$ cat src/rtl/teclado_pkg.sv
// rtl/teclado_pkg.sv - shared types, one-hot keypad constants and key-position table
package teclado_pkg;

  typedef enum logic [2:0] {
    ST_SCAN     = 3'd0,
    ST_DEBOUNCE = 3'd1,
    ST_LOAD     = 3'd2,
    ST_STROBE   = 3'd3,
    ST_RELEASE  = 3'd4
  } state_e;

  localparam logic [3:0] L1 = 4'b1000;
  localparam logic [3:0] L2 = 4'b0100;
  localparam logic [3:0] L3 = 4'b0010;
  localparam logic [3:0] L4 = 4'b0001;
  localparam logic [3:0] C1 = 4'b1000;
  localparam logic [3:0] C2 = 4'b0100;
  localparam logic [3:0] C3 = 4'b0010;
  localparam logic [3:0] C4 = 4'b0001;

  localparam logic [3:0] K_STAR  = 4'hE;
  localparam logic [3:0] K_ENTER = 4'hF;

  // Row-major from L1/C1: 1 2 3 A / 4 5 6 B / 7 8 9 C / * 0 Enter D
  localparam logic [63:0] KEY_TABLE = {
    4'h1, 4'h2, 4'h3, 4'hA,
    4'h4, 4'h5, 4'h6, 4'hB,
    4'h7, 4'h8, 4'h9, 4'hC,
    K_STAR, 4'h0, K_ENTER, 4'hD
  };

  function automatic logic onehot4(input logic [3:0] v);
    return (v != 4'b0) && ((v & (v - 4'd1)) == 4'b0);
  endfunction

  function automatic logic [3:0] rotate_col(input logic [3:0] c);
    return {c[0], c[3:1]};
  endfunction

  function automatic logic [1:0] onehot_idx(input logic [3:0] v);
    logic [1:0] idx;
    idx = 2'd0;
    if (v[2]) idx = 2'd1;
    if (v[1]) idx = 2'd2;
    if (v[0]) idx = 2'd3;
    return idx;
  endfunction

  function automatic logic [3:0] key_code(input logic [3:0] l, input logic [3:0] c);
    logic [3:0] pos;
    pos = {onehot_idx(l), onehot_idx(c)};
    return KEY_TABLE[63 - 4 * int'(pos) -: 4];
  endfunction

endpackage

$ cat src/rtl/sync_2ff.sv
// rtl/sync_2ff.sv - two-flop synchronizer for asynchronous level inputs
module sync_2ff #(
  parameter int WIDTH = 1
) (
  input  logic             clk,
  input  logic             rst_n,
  input  logic [WIDTH-1:0] d_i,
  output logic [WIDTH-1:0] q_o
);

  logic [WIDTH-1:0] meta_q;
  logic [WIDTH-1:0] sync_q;

  always_ff @(posedge clk or negedge rst_n) begin
    if (!rst_n) begin
      meta_q <= '0;
      sync_q <= '0;
    end else begin
      meta_q <= d_i;
      sync_q <= meta_q;
    end
  end

  assign q_o = sync_q;

endmodule

$ cat src/rtl/teclado_varredura.sv
// rtl/teclado_varredura.sv - 4x4 keypad column scanner with debounce and one-shot key strobe
module teclado_varredura
  import teclado_pkg::*;
#(
  parameter int SCAN_DIV = 1000,
  parameter int DEB_CNT  = 8
) (
  input  logic       clk,
  input  logic       rst_n,
  input  logic [3:0] lin_in,
  output logic [3:0] col_out,
  output logic [3:0] lin,
  output logic [3:0] col,
  output logic       bot_press
);

  localparam int SW = $clog2(SCAN_DIV);
  localparam int DW = $clog2(DEB_CNT);
  localparam logic [SW-1:0] SCAN_LAST = SW'(SCAN_DIV - 1);
  localparam logic [DW-1:0] DEB_LAST  = DW'(DEB_CNT - 1);

  logic [3:0] lin_s;

  state_e          state_q, state_d;
  logic [SW-1:0]   dwell_q, dwell_d;
  logic [DW-1:0]   deb_q, deb_d;
  logic [3:0]      col_out_q, col_out_d;
  logic [3:0]      cand_lin_q, cand_lin_d;
  logic [3:0]      cand_col_q, cand_col_d;
  logic [3:0]      lin_q, lin_d;
  logic [3:0]      col_q, col_d;
  logic            bot_press_q, bot_press_d;

  sync_2ff #(.WIDTH(4)) u_sync_lin (
    .clk   (clk),
    .rst_n (rst_n),
    .d_i   (lin_in),
    .q_o   (lin_s)
  );

  always_ff @(posedge clk or negedge rst_n) begin
    if (!rst_n) begin
      state_q     <= ST_SCAN;
      dwell_q     <= '0;
      deb_q       <= '0;
      col_out_q   <= C1;
      cand_lin_q  <= '0;
      cand_col_q  <= '0;
      lin_q       <= '0;
      col_q       <= '0;
      bot_press_q <= 1'b0;
    end else begin
      state_q     <= state_d;
      dwell_q     <= dwell_d;
      deb_q       <= deb_d;
      col_out_q   <= col_out_d;
      cand_lin_q  <= cand_lin_d;
      cand_col_q  <= cand_col_d;
      lin_q       <= lin_d;
      col_q       <= col_d;
      bot_press_q <= bot_press_d;
    end
  end

  always_comb begin
    state_d     = state_q;
    dwell_d     = dwell_q;
    deb_d       = deb_q;
    col_out_d   = col_out_q;
    cand_lin_d  = cand_lin_q;
    cand_col_d  = cand_col_q;
    lin_d       = lin_q;
    col_d       = col_q;
    bot_press_d = 1'b0;

    case (state_q)
      ST_SCAN: begin
        if (dwell_q == SCAN_LAST) begin
          dwell_d = '0;
          // Multi-bit rows (ghosting or two keys) are ignored like an idle column.
          if (onehot4(lin_s)) begin
            cand_lin_d = lin_s;
            cand_col_d = col_out_q;
            deb_d      = '0;
            state_d    = ST_DEBOUNCE;
          end else begin
            col_out_d = rotate_col(col_out_q);
          end
        end else begin
          dwell_d = dwell_q + 1'b1;
        end
      end

      ST_DEBOUNCE: begin
        if (lin_s == cand_lin_q) begin
          if (deb_q == DEB_LAST) begin
            deb_d = '0;
            // Outputs update on entry to LOAD so they lead the strobe by a cycle.
            lin_d   = cand_lin_q;
            col_d   = cand_col_q;
            state_d = ST_LOAD;
          end else begin
            deb_d = deb_q + 1'b1;
          end
        end else begin
          deb_d     = '0;
          dwell_d   = '0;
          col_out_d = rotate_col(col_out_q);
          state_d   = ST_SCAN;
        end
      end

      ST_LOAD: begin
        bot_press_d = 1'b1;
        state_d     = ST_STROBE;
      end

      ST_STROBE: begin
        state_d = ST_RELEASE;
      end

      ST_RELEASE: begin
        if (lin_s != 4'b0) begin
          deb_d = '0;
        end else if (deb_q == DEB_LAST) begin
          deb_d     = '0;
          dwell_d   = '0;
          col_out_d = rotate_col(col_out_q);
          state_d   = ST_SCAN;
        end else begin
          deb_d = deb_q + 1'b1;
        end
      end

      default: begin
        state_d = ST_SCAN;
      end
    endcase
  end

  assign col_out   = col_out_q;
  assign lin       = lin_q;
  assign col       = col_q;
  assign bot_press = bot_press_q;

endmodule

$ cat config.mk
export PLATFORM = sky130hd
export DESIGN_NAME = teclado_varredura
export DESIGN_NICKNAME = d
export VERILOG_FILES = /design/src/rtl/teclado_pkg.sv /design/src/rtl/sync_2ff.sv /design/src/rtl/teclado_varredura.sv
export SDC_FILE = /design/constraint.sdc
export NUM_CORES = 1
export LEC_CHECK = 0
export BUFFER_PORTS_ARGS = -buffer_cell sky130_fd_sc_hd__buf_2
export CELL_PAD_IN_SITES_DETAIL_PLACEMENT = 2
export CELL_PAD_IN_SITES_GLOBAL_PLACEMENT = 2
export CORE_ASPECT_RATIO = 0.6
export CORE_UTILIZATION = 42
export CTS_BUF_LIST = sky130_fd_sc_hd__clkbuf_2 sky130_fd_sc_hd__clkbuf_4 sky130_fd_sc_hd__clkbuf_8
export CTS_CLUSTER_SIZE = 24
export DETAILED_ROUTE_END_ITERATION = 8
export PLACE_DENSITY_LB_ADDON = 0.1
export SYNTH_ARGS = -nofsm -noshare
export SYNTH_HDL_FRONTEND = slang
export SYNTH_HIERARCHICAL = 1
export SYNTH_SLANG_ARGS = --single-unit
$ cat constraint.sdc
create_clock -name clk -period 2.3 [get_ports clk]
set_input_delay 0.23 -clock clk [delete_from_list [all_inputs] [get_ports clk]]
set_output_delay 0.23 -clock clk [all_outputs]
set_load 0.05 [all_outputs]
==> key figures, run 1 <==
Pwr
  • Static Leakage: 1.189 nW
  • Maximum vdd drop: 0.3325 mV
  • Power Density: 571.2 nW/µm²

Yosys
  • Sequential fraction of the synthesis area: 0.5586
  • Post-Synthesis Cells: 164
  • Avg Inst Size Synth: 12.31 µm²
  • Mapped cell area: 2018 µm²
  • Yosys reg bits: 45
  • Synth Warn #: 6
  • Library cells used by synthesis: 43
  • Syn nets: 173

Detailed routing
  • 1st-iter DRT viols: 49
  • Drt total wl: 5427 µm
  • DR pass1 iterations: 4
  • WL per Instance: 20.79 µm
  • Vias/cell: 5.598
  • Vias post-DR: 1,461
  • Antenna-violating nets left: 0
  • DR DRC count: 0

Floorplanning
  • Die span in x: 91.49 µm
  • Die ar.: 5096 µm²
  • Starting density of the core: 0.4399
  • Die H: 55.70 µm
  • Rows: 19
  • Core box area: 4588 µm²
  • I/O Pins: 19

Cells and area
  • N_diodes: 0
  • Commonest cells after routing, fill and taps aside: dfrtp_1 (42), buf_2 (18), buf_4 (13)
  • Design Area, Final: 2392 µm²
  • Layout cell share with drive strength beyond 1: 0.3384
  • Fin nets: 206
  • Most common cell after layout, fill and taps aside: dfrtp_1
  • P&R area growth vs syn: 18.54%

Placement
  • Placed Area: 2235 µm²
  • DP HPWL: 3804 µm
  • IO Port Bufs: 18
  • Pre-CTS WS: -20.82 ps
  • GP Congestion: 0.8002

Setup path
  • Critical path launch point type: register
  • Top Family by Delay on Critical Path: compound AO/OA/AOI/OAI gates
  • Reg2reg start: u_sync_lin/q_o[1]
  • Critical Path AT: 2470 ps
  • Crit path max fanout: 5
  • Crit-path cells: or4_4 > o31ai_4 > o311ai_4 > a211oi_2 > buf_4 > mux2_1
  • Kind of critical path: register to register
  • CP max stage cell: or4_4
  • Worst EP required: 2480 ps
  • Critical path's largest stage delay: 540 ps
  • CP Capture Type: register
  • CP Launch Point: u_sync_lin/q_o[1]
  • WP buf/inv: 1

Global route
  • Initial antenna violation count: 0
  • Vias in the first global route: 1,619
  • Total track usage: 0.2325
  • First-pass GRT wire length: 8873 µm
  • GRT Residual Overflow: 0
  • Largest net degree at the start of global routing: 46

Clock network
  • CTS Hold Bufs: 0
  • H-tree depth: 2
  • Num CTS Buffers: 5
  • Max clock buf depth: 2
  • Reg clk slew, reported paths: 90 ps
  • Skew-Pair Late Insertion Delay: 300 ps
  • CTS Root Cell: clkbuf_8
  • CTS Sinks: 45
  • CTS tree: yes

Hold path
  • HP Class: input port to register
  • HP Start: lin_in[3]

Timing
  • F_max: 0.4374 GHz
  • Post-layout minimum cycle time: 2286 ps
  • Setup ws final: 13.74 ps
  • Setup TNS Final: 0 ps
  • Fin crit share: 0.9940
  • Clock Skew: 4.211 ps
  • Fin. Hold Viols: 0
  • RSZ-0062 raised after global routing: true
  • Final setup viols: 0
  • Slew headroom: 0.3268
  • Least-Margin Pin Slew: 1010 ps
  • Pins Over Slew Limit: 0

Run status
  • Status: completed

Job
  • Max-cap viol count: 0
==> layer usage <==
layer / part of all wire / vias up / track usage / wire [µm]
met1: 0.47 / 767 / 0.3265 / 2550
met5: 0 / - / 0 / 0
met3: 0.027 / 6 / 0.05055 / 149
met2: 0.49 / 24 / 0.3781 / 2666
met4: 0.011 / 0 / 0.03855 / 62
li1: - / 664 / - / -
==> layout make-up <==
type | instances | area (µm²)
timing repair buffer | 32 | 198.9
clock buffer | 6 | 82.58
inverter | 5 | 18.77
multi-input combinational | 108 | 869.6
tap | 63 | 78.83
fill | 457 | 2196
sequential | 45 | 1130
clock inverter | 2 | 13.76
==> power breakdown <==
part,leakage (nW),internal (mW),switching (mW)
logic,0.548,0.0141,0.0273
registers,0.590,0.798,0.00756
clock network,0.0512,0.244,0.276
==> final timing paths <==
kind	endpoint	slack [ps]	cells after the start
setup / recovery	col_out[1]	10	6
hold / removal	u_sync_lin/meta_q[3]	30	1
setup reg to reg	col_out[1]	10	6
hold reg to reg	u_sync_lin/q_o[2]	380	0
max in group asynchronous	u_sync_lin/q_o[3]	1510	1
min in group asynchronous	state_q[1]	100	1
==> kinds of logic (layout without fill, tap and decap cells) <==
group | after synthesis | in the layout | synth area share
muxes | 21 | 21 | 0.1314
adders and majority gates | 3 | 3 | 0.01860
and+or+nand+nor | 50 | 50 | 0.1401
buffers and inverters | 11 | 45 | 0.02294
xor gates and xnor gates | 5 | 5 | 0.02170
AOI/OAI and AO/OA | 29 | 29 | 0.1066
DFF | 45 | 45 | 0.5586
==> what timing repair did <==
item	CTS	global route
resized for setup	3	6
pin swaps	0	1
buffers inserted	0	4
setup endpoints to repair	9	22
gates cloned	0	0
==> per-stage QoR <==
stage | util | instances | hold slack, ps | total power, mW
after floorplan | - | 164 | -65.59 | 0.8291
after global placement | 0.4870 | 249 | 339.5 | 0.8530
after detailed placement | 0.4870 | 249 | 341.3 | 0.8565
after CTS | 0.5086 | 257 | 28.91 | 1.369
after global routing | 0.5214 | 261 | 22.70 | 1.411
final | 0.5214 | 261 | 33.78 | 1.366
==> state kept, by name, summed over array words and instances, names as in the netlist <==
signal,count
bot_press,1
cand_col_q,4
u_sync_lin/meta_q,4
dwell_q,10
state_q,3
col_out,4
u_sync_lin/q_o,4
lin,4
cand_lin_q,4
deb_q,3
col,4
==> synthesized netlist by cell type <==
library cell,instances,area (µm²)
nor2_1,10,37.54
o311ai_2,1,16.27
or3_1,2,12.51
or4_1,3,22.52
nand2_1,8,30.03
nand4bb_1,1,11.26
xnor2_1,3,26.28
a21oi_1,3,15.01
o31ai_4,1,21.27
a22o_1,3,26.28
mux2_2,8,90.09
o21ai_0,10,50.05
dfrtp_1,44,1101
mux2_4,8,120.1
and4_1,1,8.760
or4_4,1,11.26
mux2i_1,1,10.01
nand2b_1,3,18.77
nor4_1,1,6.260
o22ai_1,2,12.51
buf_4,1,7.510
ha_1,3,37.54
buf_2,1,5.000
clkbuf_1,4,15.01
nand3_1,6,30.03
mux2_1,4,45.04
and3_1,2,12.51
a211oi_2,1,12.51
a211o_1,1,8.760
o41ai_1,2,17.52
or4b_1,1,10.01
nor3b_1,1,7.510
a311oi_1,1,8.760
nor4b_1,3,26.28
dfstp_2,1,26.28
or2_1,1,6.260
nor2b_1,1,6.260
nor3_1,5,25.02
o31ai_1,2,15.01
o21ai_1,1,5.000
xor2_1,2,17.52
inv_1,5,18.77
a31oi_1,1,6.260
Note: power is estimated with default switching activity, not from simulation.
==> run 2, diff against run 1 <==
--- a/config.mk
+++ b/config.mk
@@ -9,7 +9,7 @@
 export CELL_PAD_IN_SITES_DETAIL_PLACEMENT = 2
 export CELL_PAD_IN_SITES_GLOBAL_PLACEMENT = 2
 export CORE_ASPECT_RATIO = 0.6
-export CORE_UTILIZATION = 42
+export CORE_UTILIZATION = 37
 export CTS_BUF_LIST = sky130_fd_sc_hd__clkbuf_2 sky130_fd_sc_hd__clkbuf_4 sky130_fd_sc_hd__clkbuf_8
 export CTS_CLUSTER_SIZE = 24
 export DETAILED_ROUTE_END_ITERATION = 8
==> constraint.sdc (replaced) <==
create_clock -name clk -period 2.1 [get_ports clk]
set_input_delay 0.21 -clock clk [delete_from_list [all_inputs] [get_ports clk]]
set_output_delay 0.21 -clock clk [all_outputs]
set_load 0.05 [all_outputs]
==> run 2 against run 1 <==
  * The flow now finishes with violations (hold timing, setup timing)
  * First-iteration DRC count is 4.1% lower
  * Clock skew is 3.3 ps higher
  * Clock power is 7.7% higher
  * Worst hold slack worse by 58 ps
  * Critical endpoint unchanged
  * Setup slack worse by 110 ps
  * Maximum frequency is 4.0% higher
  * Utilization is 2.6 points lower
  * Critical path type unchanged
  * Flip-flop and latch count stayed put
  * Routed wire length is 0.85% lower
  * Highest routed layer unchanged
  * Total power is 9.5% higher
  * Global-route usage is 3.6 points lower
==> key figures, run 2 (synthesis results as in run 1) <==
Global route
  • Largest net degree at the start of global routing: 46
  • First-pass GRT wire length: 8411 µm
  • Initial antenna violation count: 0
  • Vias in the first global route: 1,583
  • Total track usage: 0.1962
  • GRT Residual Overflow: 0

Run status
  • Status: finished with violations
  • Violated checks: hold timing, setup timing

Floorplanning
  • Die ar.: 5764 µm²
  • Starting density of the core: 0.3915
  • Core box area: 5155 µm²
  • I/O Pins: 19
  • Die span in x: 97.35 µm
  • Rows: 20
  • Die H: 59.21 µm

Timing
  • Final setup viols: 14
  • Least-Margin Pin Slew: 561.3 ps
  • F_max: 0.4548 GHz
  • Setup ws final: -98.90 ps
  • Pins Over Slew Limit: 0
  • Clock Skew: 7.474 ps
  • Post-layout minimum cycle time: 2199 ps
  • RSZ-0062 raised after global routing: true
  • Fin crit share: 1.047
  • Fin. Hold Viols: 44
  • Setup TNS Final: -636.9 ps
  • Slew headroom: 0.6258
  • Fin Hold WS: -24.59 ps

Cells and area
  • Sequential cell area: 1129 µm²
  • Max reg flops: 10
  • Most common cell after layout, fill and taps aside: dfrtp_1
  • Fill count: 515
  • Commonest cells after routing, fill and taps aside: dfrtp_1 (43), buf_4 (29), buf_2 (18)
  • Largest reg by FF count: dwell_q
  • Multi-input logic area: 874.6 µm²
  • Design Area, Final: 2552 µm²
  • P&R area growth vs syn: 26.47%
  • Fin nets: 225
  • N_diodes: 0
  • Layout cell share with drive strength beyond 1: 0.3917

Placement
  • GP Congestion: 0.7854
  • IO Port Bufs: 18
  • DP HPWL: 3919 µm
  • Placed Area: 2379 µm²

Setup path
  • CP Capture Type: register
  • Worst EP required: 2290 ps
  • Crit-path cells: or4_4 > o31ai_4 > o311ai_2 > a211oi_2 > buf_4 > mux2_1
  • Critical Path AT: 2390 ps
  • Critical path launch point type: register
  • CP max stage cell: or4_4
  • WP buf/inv: 1
  • Critical path's largest stage delay: 540 ps
  • Cells on worst reg2reg path: 6
  • Crit path max fanout: 4
  • Kind of critical path: register to register
  • Crit. path cell count: 6
  • Top Family by Delay on Critical Path: compound AO/OA/AOI/OAI gates

Detailed routing
  • WL per Instance: 19.01 µm
  • DR DRC count: 0
  • Antenna-violating nets left: 0
  • Vias/cell: 5.357
  • Drt total wl: 5381 µm
  • 1st-iter DRT viols: 47
  • DR pass1 iterations: 4
  • Vias post-DR: 1,516

Hold path
  • HP Class: input port to asynchronous set/reset pin

Pwr
  • Power Density: 586.2 nW/µm²
  • Maximum vdd drop: 0.2963 mV
  • Static Leakage: 1.263 nW

Clock network
  • Skew-Pair Late Insertion Delay: 310 ps
  • Num CTS Buffers: 5
  • Max clock buf depth: 2
  • CTS Sinks: 45
  • CTS Root Cell: clkbuf_8
  • Reg clk slew, reported paths: 90 ps
  • H-tree depth: 2
  • CTS tree: yes

Job
  • Max-cap viol count: 0
-- run 2: per-layer routing --
metal  up-vias  GRT usage  part of all wire
li1        702          -                 -
met1       781     0.2836              0.51
met2        29     0.3038              0.44
met3         4    0.04599             0.043
met4         0    0.04412            0.0082
met5         -          0                 0
-- run 2: stage by stage --
stage | setup WS, ps | instances | hold slack, ps | utilization | power, mW
5_1_grt | -176.9 | 283 | 4.002 | 0.4951 | 1.557
3_3_place_gp | -78.29 | 269 | 314.6 | 0.4614 | 0.9414
2_1_floorplan | 24.98 | 164 | -85.59 | - | 0.9081
4_1_cts | -115.2 | 278 | 3.136 | 0.4820 | 1.499
6_report | -98.90 | 283 | -24.59 | 0.4951 | 1.496
3_5_place_dp | -120.2 | 269 | 319.4 | 0.4614 | 0.9461
-- run 2: final timing paths --
check / slack (ps) / start / to
max: -100 / u_sync_lin/q_o[1] / col_out[1]
min: -20 / rst_n / col_out[0]
min in group clk: 20 / lin_in[2] / u_sync_lin/meta_q[2]
min reg2reg: 370 / u_sync_lin/meta_q[1] / u_sync_lin/q_o[1]
max in group asynchronous: 1720 / rst_n / u_sync_lin/q_o[2]
max reg2reg: -100 / u_sync_lin/q_o[1] / col_out[1]
-- run 2: area by class of cell --
cell class | count | share of cell area
repair buffers | 51 | 0.1402
flip-flops and latches | 45 | 0.4422
clock buffers | 5 | 0.02696
inverters | 5 | 0.007353
multi-input cells | 108 | 0.3426
clock inverters | 3 | 0.008333
well taps | 66 | 0.03235
-- run 2: timing repair --
action,CTS,global route
hold buffers,0,3
endpoints found under the setup margin,15,26
pin swaps,1,3
resized for setup,2,6
hold endpoints to repair,0,3
setup buffers,1,2
-- run 2: worst register-to-register path, cell delays in order (launching register included) --
cell and delay, ps:
dfrtp_1 420, or4_4 540, o31ai_4 190, o311ai_2 180, a211oi_2 250, buf_4 190, mux2_1 320
-- run 2: power breakdown --
part,total [mW],internal (mW),leakage (nW),switching [mW]
sequential,0.880,0.874,0.591,0.00620
combinational,0.0559,0.0232,0.627,0.0327
clock,0.560,0.237,0.0445,0.324
